**config.mk**
```make
export PLATFORM = sky130hd
export DESIGN_NAME = pipelined_cla_addsub_flat
export DESIGN_NICKNAME = d
export VERILOG_FILES = /design/src/rtl/cla_pkg.sv /design/src/rtl/pipelined_cla_addsub_if.sv /design/src/rtl/cla_group.sv /design/src/rtl/pipelined_cla_addsub.sv /design/src/flat_wrapper.sv
export SDC_FILE = /design/constraint.sdc
export NUM_CORES = 1
export LEC_CHECK = 0
export CAP_MARGIN = 20
export CORE_MARGIN = 4
export CORE_UTILIZATION = 55
export CTS_CLUSTER_DIAMETER = 100
export DETAILED_ROUTE_END_ITERATION = 10
export PLACE_DENSITY = 0.8
export SLEW_MARGIN = 20
export SYNTH_ARGS = -nofsm -noshare
export SYNTH_HDL_FRONTEND = slang
export SYNTH_SLANG_ARGS = --single-unit
```
**constraint.sdc**
```tcl
create_clock -name clock -period 3.9 [get_ports clock]
set_clock_uncertainty 0.2 [all_clocks]
set_input_delay 1.17 -clock clock [delete_from_list [all_inputs] [get_ports clock]]
set_output_delay 1.17 -clock clock [all_outputs]
set_load 0.03 [all_outputs]
```
**src/rtl/cla_pkg.sv**
```systemverilog
// Shared constants and helpers for the pipelined carry-lookahead adder/subtractor.
package cla_pkg;

  localparam int unsigned DefWidth = 32;
  localparam int unsigned DefBlock = 8;
  localparam int unsigned MaxWidth = 256;

  function automatic int unsigned cla_ngrp(int unsigned width, int unsigned block);
    return width / block;
  endfunction

  // Most positive signed value of the given width, zero-extended to MaxWidth.
  function automatic logic [MaxWidth-1:0] sat_pos(int unsigned width);
    logic [MaxWidth-1:0] v;
    v = '0;
    for (int i = 0; i < MaxWidth; i++) begin
      if (i < int'(width) - 1) v[i] = 1'b1;
    end
    return v;
  endfunction

  function automatic logic [MaxWidth-1:0] sat_neg(int unsigned width);
    logic [MaxWidth-1:0] v;
    v = '0;
    v[width-1] = 1'b1;
    return v;
  endfunction

endpackage

```
**src/rtl/pipelined_cla_addsub_if.sv**
```systemverilog
// Operand/result handshake bundle; in_sat exists only when CLA_SATURATE_EN is defined.
interface pipelined_cla_addsub_if
  import cla_pkg::*;
#(
  parameter int unsigned WIDTH = DefWidth
);
  logic             in_valid;
  logic             in_ready;
  logic             in_sub;
  logic             in_cin;
  logic [WIDTH-1:0] in_x;
  logic [WIDTH-1:0] in_y;
`ifdef CLA_SATURATE_EN
  logic             in_sat;
`endif
  logic             out_valid;
  logic             out_ready;
  logic [WIDTH-1:0] out_sum;
  logic             out_cout;
  logic             out_ovf;

  modport master (
`ifdef CLA_SATURATE_EN
    output in_sat,
`endif
    output in_valid, in_sub, in_cin, in_x, in_y, out_ready,
    input  in_ready, out_valid, out_sum, out_cout, out_ovf
  );

  modport slave (
`ifdef CLA_SATURATE_EN
    input  in_sat,
`endif
    input  in_valid, in_sub, in_cin, in_x, in_y, out_ready,
    output in_ready, out_valid, out_sum, out_cout, out_ovf
  );
endinterface

```
**src/rtl/cla_group.sv**
```systemverilog
// Combinational BLOCK-bit carry-lookahead group: every carry is a flat G/P sum of products.
module cla_group #(
  parameter int unsigned BLOCK = 8
) (
  input  logic [BLOCK-1:0] x_i,
  input  logic [BLOCK-1:0] y_i,
  input  logic             cin_i,
  output logic [BLOCK-1:0] sum_o,
  output logic             g_o,
  output logic             p_o,
  output logic             cout_o,
  output logic             cmsb_o
);
  logic [BLOCK-1:0] g, p;
  logic [BLOCK:0]   c;
  logic             acc, prod;

  assign g = x_i & y_i;
  assign p = x_i ^ y_i;

  // c[i] = cin&p[0..i-1] | OR_j g[j]&p[j+1..i-1]; g_o is the same expansion with cin = 0.
  always_comb begin
    c    = '0;
    acc  = 1'b0;
    prod = 1'b0;
    g_o  = 1'b0;
    c[0] = cin_i;
    for (int i = 1; i <= int'(BLOCK); i++) begin
      prod = cin_i;
      for (int j = 0; j < i; j++) prod = prod & p[j];
      acc = prod;
      for (int j = 0; j < i; j++) begin
        prod = g[j];
        for (int m = j + 1; m < i; m++) prod = prod & p[m];
        acc = acc | prod;
      end
      c[i] = acc;
    end
    for (int j = 0; j < int'(BLOCK); j++) begin
      prod = g[j];
      for (int m = j + 1; m < int'(BLOCK); m++) prod = prod & p[m];
      g_o = g_o | prod;
    end
  end

  assign sum_o  = p ^ c[BLOCK-1:0];
  assign p_o    = &p;
  assign cout_o = c[BLOCK];
  assign cmsb_o = c[BLOCK-1];
endmodule

```
**src/rtl/pipelined_cla_addsub.sv**
```systemverilog
// Pipelined CLA adder/subtractor, one BLOCK-bit group per stage; CLA_SATURATE_EN adds clamping.
module pipelined_cla_addsub
  import cla_pkg::*;
#(
  parameter int unsigned WIDTH = DefWidth,
  parameter int unsigned BLOCK = DefBlock
) (
  input logic                   clock,
  input logic                   reset,
  pipelined_cla_addsub_if.slave bus
);
  localparam int unsigned NGRP = cla_ngrp(WIDTH, BLOCK);

  logic                             adv;
  logic [NGRP-1:0][WIDTH-1:0]       op_x, op_y, part_sum, sum_d, sum_q, x_q, y_q;
  logic [NGRP-1:0][BLOCK-1:0]       grp_sum;
  logic [NGRP-1:0]                  vld_in, cin, c_d, vld_q, c_q;
  logic [NGRP-1:0]                  grp_g, grp_p, grp_cout, grp_cmsb;
  logic                             ovf_d, ovf_q;
  logic                             unused_sig;
`ifdef CLA_SATURATE_EN
  localparam logic [MaxWidth-1:0] SatPosFull = sat_pos(WIDTH);
  localparam logic [MaxWidth-1:0] SatNegFull = sat_neg(WIDTH);
  localparam logic [WIDTH-1:0]    SatPos     = SatPosFull[WIDTH-1:0];
  localparam logic [WIDTH-1:0]    SatNeg     = SatNegFull[WIDTH-1:0];
  logic [NGRP-1:0]                sat_in, sat_q;
  logic                           unused_sat;
  assign unused_sat = sat_q[NGRP-1];
`endif

  // A full output register that nobody takes freezes the whole pipe.
  assign adv          = ~vld_q[NGRP-1] | bus.out_ready;
  assign bus.in_ready = adv;

  for (genvar k = 0; k < NGRP; k++) begin : g_stage
    logic [WIDTH-1:0] merged;

    if (k == 0) begin : g_in
      assign op_x[k]     = bus.in_x;
      assign op_y[k]     = bus.in_sub ? ~bus.in_y : bus.in_y;
      assign cin[k]      = bus.in_sub | bus.in_cin;
      assign part_sum[k] = '0;
      assign vld_in[k]   = bus.in_valid;
`ifdef CLA_SATURATE_EN
      assign sat_in[k]   = bus.in_sat;
`endif
    end else begin : g_pipe
      assign op_x[k]     = x_q[k-1];
      assign op_y[k]     = y_q[k-1];
      assign cin[k]      = c_q[k-1];
      assign part_sum[k] = sum_q[k-1];
      assign vld_in[k]   = vld_q[k-1];
`ifdef CLA_SATURATE_EN
      assign sat_in[k]   = sat_q[k-1];
`endif
    end

    cla_group #(
      .BLOCK (BLOCK)
    ) u_grp (
      .x_i    (op_x[k][k*BLOCK +: BLOCK]),
      .y_i    (op_y[k][k*BLOCK +: BLOCK]),
      .cin_i  (cin[k]),
      .sum_o  (grp_sum[k]),
      .g_o    (grp_g[k]),
      .p_o    (grp_p[k]),
      .cout_o (grp_cout[k]),
      .cmsb_o (grp_cmsb[k])
    );

    always_comb begin
      merged                     = part_sum[k];
      merged[k*BLOCK +: BLOCK] = grp_sum[k];
    end

    assign c_d[k] = grp_g[k] | (grp_p[k] & cin[k]);

    if (k == NGRP - 1) begin : g_last
`ifdef CLA_SATURATE_EN
      // On overflow both operands share a sign, and that sign is the true result's sign.
      assign sum_d[k] = (sat_in[k] && ovf_d) ? (op_x[k][WIDTH-1] ? SatNeg : SatPos) : merged;
`else
      assign sum_d[k] = merged;
`endif
    end else begin : g_mid
      assign sum_d[k] = merged;
    end
  end

  assign ovf_d = grp_cmsb[NGRP-1] ^ grp_cout[NGRP-1];

  always_ff @(posedge clock) begin
    if (reset) begin
      vld_q <= '0;
      c_q   <= '0;
      sum_q <= '0;
      x_q   <= '0;
      y_q   <= '0;
      ovf_q <= 1'b0;
`ifdef CLA_SATURATE_EN
      sat_q <= '0;
`endif
    end else if (adv) begin
      vld_q <= vld_in;
      for (int k = 0; k < int'(NGRP); k++) begin
        if (vld_in[k]) begin
          sum_q[k] <= sum_d[k];
          c_q[k]   <= c_d[k];
          x_q[k]   <= op_x[k];
          y_q[k]   <= op_y[k];
`ifdef CLA_SATURATE_EN
          sat_q[k] <= sat_in[k];
`endif
        end
      end
      if (vld_in[NGRP-1]) ovf_q <= ovf_d;
    end
  end

  assign bus.out_valid = vld_q[NGRP-1];
  assign bus.out_sum   = sum_q[NGRP-1];
  assign bus.out_cout  = c_q[NGRP-1];
  assign bus.out_ovf   = ovf_q;

  // Only group k and the MSB of each operand copy are consumed downstream.
  assign unused_sig = ^{x_q, y_q, op_x, op_y, grp_cout, grp_cmsb};
endmodule

```
**src/flat_wrapper.sv**
```systemverilog
// flat-port wrapper written by rule: the top's interface ports become plain ports
module pipelined_cla_addsub_flat import cla_pkg::*;
#(
  parameter int unsigned WIDTH = DefWidth,
  parameter int unsigned BLOCK = DefBlock
)
  (clock, reset, bus_in_valid, bus_in_sub, bus_in_cin, bus_in_x, bus_in_y, bus_out_ready, bus_in_ready, bus_out_valid, bus_out_sum, bus_out_cout, bus_out_ovf);
  pipelined_cla_addsub_if #(.WIDTH(WIDTH)) bus_i ();
  input logic clock;
  input logic reset;
  input wire logic [$bits(bus_i.in_valid)-1:0] bus_in_valid;
  input wire logic [$bits(bus_i.in_sub)-1:0] bus_in_sub;
  input wire logic [$bits(bus_i.in_cin)-1:0] bus_in_cin;
  input wire logic [$bits(bus_i.in_x)-1:0] bus_in_x;
  input wire logic [$bits(bus_i.in_y)-1:0] bus_in_y;
  input wire logic [$bits(bus_i.out_ready)-1:0] bus_out_ready;
  output wire logic [$bits(bus_i.in_ready)-1:0] bus_in_ready;
  output wire logic [$bits(bus_i.out_valid)-1:0] bus_out_valid;
  output wire logic [$bits(bus_i.out_sum)-1:0] bus_out_sum;
  output wire logic [$bits(bus_i.out_cout)-1:0] bus_out_cout;
  output wire logic [$bits(bus_i.out_ovf)-1:0] bus_out_ovf;
  assign bus_i.in_valid = bus_in_valid;
  assign bus_i.in_sub = bus_in_sub;
  assign bus_i.in_cin = bus_in_cin;
  assign bus_i.in_x = bus_in_x;
  assign bus_i.in_y = bus_in_y;
  assign bus_i.out_ready = bus_out_ready;
  assign bus_in_ready = bus_i.in_ready;
  assign bus_out_valid = bus_i.out_valid;
  assign bus_out_sum = bus_i.out_sum;
  assign bus_out_cout = bus_i.out_cout;
  assign bus_out_ovf = bus_i.out_ovf;
  pipelined_cla_addsub #(.WIDTH(WIDTH), .BLOCK(BLOCK)) u_core (.clock(clock), .reset(reset), .bus(bus_i));
endmodule
```
# Word-level counts from Yosys, hierarchy flattened
# Index checks and enable logic that the tools add are counted.
# word_totals
out_inout_bits,36
ff_bits,281
# op_classes
mux,1
n_reduce_logical,8
n_bitwise,314
# ops
cell,count
$or 1x1->1,154
$and 1x1->1,145
$xor 8x8->8,8
$and 8x8->8,4
$mux 32,1
$not 32->32,1
$reduce_and 8->1,4
$reduce_and 2->1,4
$not 1->1,1
$xor 1x1->1,1

# Depth between registers and ports, before layout
# depth
word_depth,18
ltp_mapped,10
ltp_nobuf,8

# Modules after synthesis
# A second synthesis with hierarchy kept.
# unflattened
cells_unflattened,978
hier_area_um2,9034.9
# modules_own_cells
module,seq_area_each_um2,n_inst,cells_each,area_per_inst_um2
pipelined_cla_addsub,3703.6,1,796,7475.9
cla_group at u_core.g_stage[1].u_grp ...,0.0,3,46,395.4
cla_group at u_core.g_stage[0].u_grp,0.0,1,44,372.9

# Worst setup path before layout
# Ideal clock, no wire load.
# synth_timing
path_type,input port to flip-flop
start,input bus_in_sub
end,"register u_core.sum_q, in the netlist u_core.g_stage[1].merged[6]"
n_path_buf,2
cell_stages,10
required_ns,3.583
setup_time_ns,0.117
t_arrival_ns,3.334
setup_slack_ns,0.249
path_cell_list,clkbuf_1 > buf_2 > xor2_1 > ha_1 > ha_1 > o21ai_2 > a21oi_1 > a31o_2 > a211o_1 > a32o_1
# synth_via
elab_chain_cells,15
word_cells_on_any_way,32
cone_classes,mux: 1; bitwise: 31
# synth_rtl
item,line,source
start: declaration,flat_wrapper.sv:12,input wire logic [$bits(bus_i.in_sub)-1:0] bus_in_sub;
$mux 32,pipelined_cla_addsub.sv:40,assign op_y[k] = bus.in_sub ? ~bus.in_y : bus.in_y;
$xor 8x8->8,cla_group.sv:19,assign p = x_i ^ y_i;
$and 1x1->1 (2 in series),-,
$and 1x1->1 (3 in series),cla_group.sv:30,for (int j = 0; j < i; j++) prod = prod & p[j];
$and 1x1->1,-,
$or 1x1->1 (6 in series),cla_group.sv:35,acc = acc | prod;
$xor 8x8->8 (*),cla_group.sv:46,assign sum_o = p ^ c[BLOCK-1:0];
end signal: indexed assignment,pipelined_cla_addsub.sv:107,sum_q[k] <= sum_d[k];
end: declaration,pipelined_cla_addsub.sv:15,"logic [NGRP-1:0][WIDTH-1:0] op_x, op_y, part_sum, sum_d, sum_q, x_q, y_q;"
# Every way passes the cells marked *; elsewhere a longest branch is shown, timed or not.
# A chain may end at the register's enable or synchronous reset.

# Worst setup path after layout
# layout_timing
start,input bus_out_ready
end,output bus_in_ready
# layout_via
elab_chain_cells,1
# layout_rtl
item,line,source
start: declaration,flat_wrapper.sv:16,input wire logic [$bits(bus_i.out_ready)-1:0] bus_out_ready;
$or 1x1->1,pipelined_cla_addsub.sv:32,assign adv = ~vld_q[NGRP-1] | bus.out_ready;
end: declaration,flat_wrapper.sv:17,output wire logic [$bits(bus_i.in_ready)-1:0] bus_in_ready;
# No other way between the ends.

==> results.yml <==
detailed_routing:
  drtAntennaViolNets: 0
  vias_per_cell: 5.23
  via_count: 6498
  drc: 0
  drt_pass1_iterations: 5
  drt_wl_total_um: 16300
  wl_per_cell_um: 13.1
  drt_iter0_drc: 409
power_and_ir_drop:
  netSwitchingFraction_pct: 23.5
  power_frac_comb_pct: 10.6
  power.leakage_nw: 3.67
  p_int_mw: 3.19
  p_per_area_mw_per_mm2: 429
  p_switching_mw: 0.984
  p_clk_share_pct: 41.3
  power_frac_seq_pct: 48.0
  peakVddDrop_mv: 0.303
finish:
  fin_area_mm2: 0.00973
  final_nets: 1159
  n_fill_cell: 1177
  drive_gt1_share_pct: 5.65
  area_growth_pct: 21.7
  final_util_pct: 69.3
  diodes: 0
  stdcell_count: 1242
die:
  core_area_mm2: 0.0140
  ios: 106
  die_width_um: 129
  dieArea_mm2: 0.0165
  die_y_um: 129
  num_rows: 43
  start_util_pct: 56.9
clock_tree:
  postCtsSetupBuffers: 0
  cts_tree: "done"
  clkLatencyLatePin_ns: 0.42
  cts_sinks: 185
  cts_resized: 0
  cts_hold_buf: 0
  clk_path_buf_depth: 2
  numCtsBuffers: 17
  root_buffer: "clkbuf_16"
  clk_pin_slew_worst_paths_ns: 0.06
  htreeDepth: 4
synth:
  avgSynthCellArea_um2: 8.23
  synth_edf_count: 0
  yosysWarningCount: 0
  synth_area_mm2: 0.00799
  yosysTopAreaCell: "dfxtp_1"
  postSynthCellCount: 971
  yosysSeqAreaShare_pct: 46.3
  async_reset_ff_share_pct: 0
  synth_top_cell_area_share_pct: 46.3
  netlist_top_cells_area: "dfxtp_1 (46%), nand2_1 (13%), a21oi_1 (9.7%), ha_1 (5.6%), xnor2_1 (3.7%)"
  synth-seq-cells: 185
  synth_ff_type: "dfxtp_1"
  yosysUniqueCellTypes: 53
  synthesis.nets: 1081
place:
  dp.cells: 1210
  place.gp.congestion: 0.864
  dpl_cell_area_mm2: 0.00913
  port_buffers: 105
  hpwl_um: 11600
setup_path:
  crit_path_start_kind: "primary input"
  endpoint_kind: "primary output"
  required_ns: 2.53
  crit_type: "primary input to primary output"
  cp_max_fo: 9
  worstPathArrival_ns: 2.19
sta:
  finalSetupViolCount: 0
  max_clock_freq_mhz: 281
  whs_ns: 0.249
  layout_min_cycle_time_ns: 3.56
  rsz0062_at_grt: "no"
  tightestPinTransition_ns: 0.687
  finalCritPeriodShare_pct: 91.3
  tns_ns: 0
  maxSlewViolCount: 0
  relSlewSlack_pct: 54.2
  hold_viol: 0
min_path:
  hold_path_class: "flop to flop"
global_routing:
  grt_first_pass_wirelength_um: 27600
  grt.total_usage_pct: 20.1
  grt_start_max_net_pins: 102
  grt_pass1_vias: 5921
  grt-ovfl-total: 0
  grt_antenna_before_repair: 0
run_status:
  status: "finished, final reports clean"
flow_run:
  drv_cap: 0
cell usage after synthesis, types with 5 or more instances:
master,instances
a21o_1,7
nand4b_1,5
clkbuf_1,33
o21ai_0,13
nand3b_1,8
ha_1,36
a21oi_1,155
xor2_1,18
dfxtp_1,185
nand3_1,7
o21a_1,5
xnor2_1,34
a211oi_1,29
buf_2,30
nor2_1,50
nand2_1,285
inv_1,6
kinds of logic after synthesis:
group                    Yosys count  synth area share [%]
XOR/XNOR                          52                  5.70
adder cells (fa/ha/maj)           40                  6.64
AND/OR/NAND/NOR                  381                  19.8
multiplexers                       2                 0.250
flip-flops                       185                  46.3
AO/OA/AOI/OAI                    239                  17.4
buffers and inverters             72                  3.90
critical path, cell delays in order:
cell	delay, ns
clkdlybuf4s50_1	0.44
and2b_1	0.24
inv_2	0.15
buf_4	0.18
layout make-up:
class                           count  area, µm²  area share (%)
Tap cell                          180        225            2.31
Inverter                            7       26.3           0.270
Sequential cell                   185       3700            38.1
Clock inverter                     11        145            1.49
Clock buffer                       21        450            4.63
Timing Repair Buffer              124       1200            12.3
Multi-Input combinational cell    714       3980            40.9
sequential cells by signal, indices dropped and copies added (netlist names):
signal                 cells
u_core.bus.out_ovf         1
u_core.op_x               48
u_core.c_q                 4
u_core.vld_q               4
u_core.op_y               48
u_core.g_stage.merged     48
u_core.bus.out_sum        32
worst paths after layout:
check | startpoint | endpoint | slack, ns | depth (start not counted)
worst max-delay path | bus_out_ready | bus_in_ready | 0.34 | 4
worst min-delay path | u_core.g_stage[3].merged[5] | u_core.bus.out_sum[5] | 0.25 | 2
worst max register to register | u_core.op_y[40] | u_core.g_stage[2].merged[14] | 1.68 | 7
worst min register to register | u_core.g_stage[3].merged[5] | u_core.bus.out_sum[5] | 0.25 | 2
layout by cell type (no fill, tap or decap), types with 5 or more instances in the layout:
cell | Yosys | routed
nand3_1 | 7 | 7
xnor2_1 | 34 | 34
inv_1 | 6 | 6
a211oi_1 | 29 | 29
a21oi_1 | 155 | 155
a21o_1 | 7 | 7
ha_1 | 36 | 36
o21a_1 | 5 | 5
nor2_1 | 50 | 50
clkbuf_16 | 0 | 17
nand4b_1 | 5 | 5
o21ai_0 | 13 | 13
nand3b_1 | 8 | 8
nand2_1 | 285 | 285
clkdlybuf4s50_1 | 0 | 102
xor2_1 | 18 | 18
buf_4 | 1 | 19
dfxtp_1 | 185 | 185
layer usage:
layer	vias up	wire length [µm]	GRT usage, %
met1	2889	8180	28.8
met4	0	189	6.24
li1	3438	-	-
met3	19	879	4.52
met5	-	0	0
met2	152	7040	30.5
through the flow:
stage	power, mW	worst slack [ns]
CTS	4.21	0.335
global route	4.34	0.254
finish	4.18	0.337
detailed placement	2.49	0.167
global placement	2.48	0.196
floorplan	2.34	0.249
power by group through the flow:
stage / sequential [mW] / clock [mW] / combinational [mW]
global route: 2.01 / 1.83 / 0.499
detailed placement: 2.05 / 0 / 0.443
finish: 2.01 / 1.73 / 0.444
floorplan: 2.04 / 0 / 0.300
CTS: 2.01 / 1.76 / 0.445
global placement: 2.04 / 0 / 0.435
Note: power is estimated with default switching activity, not from simulation.
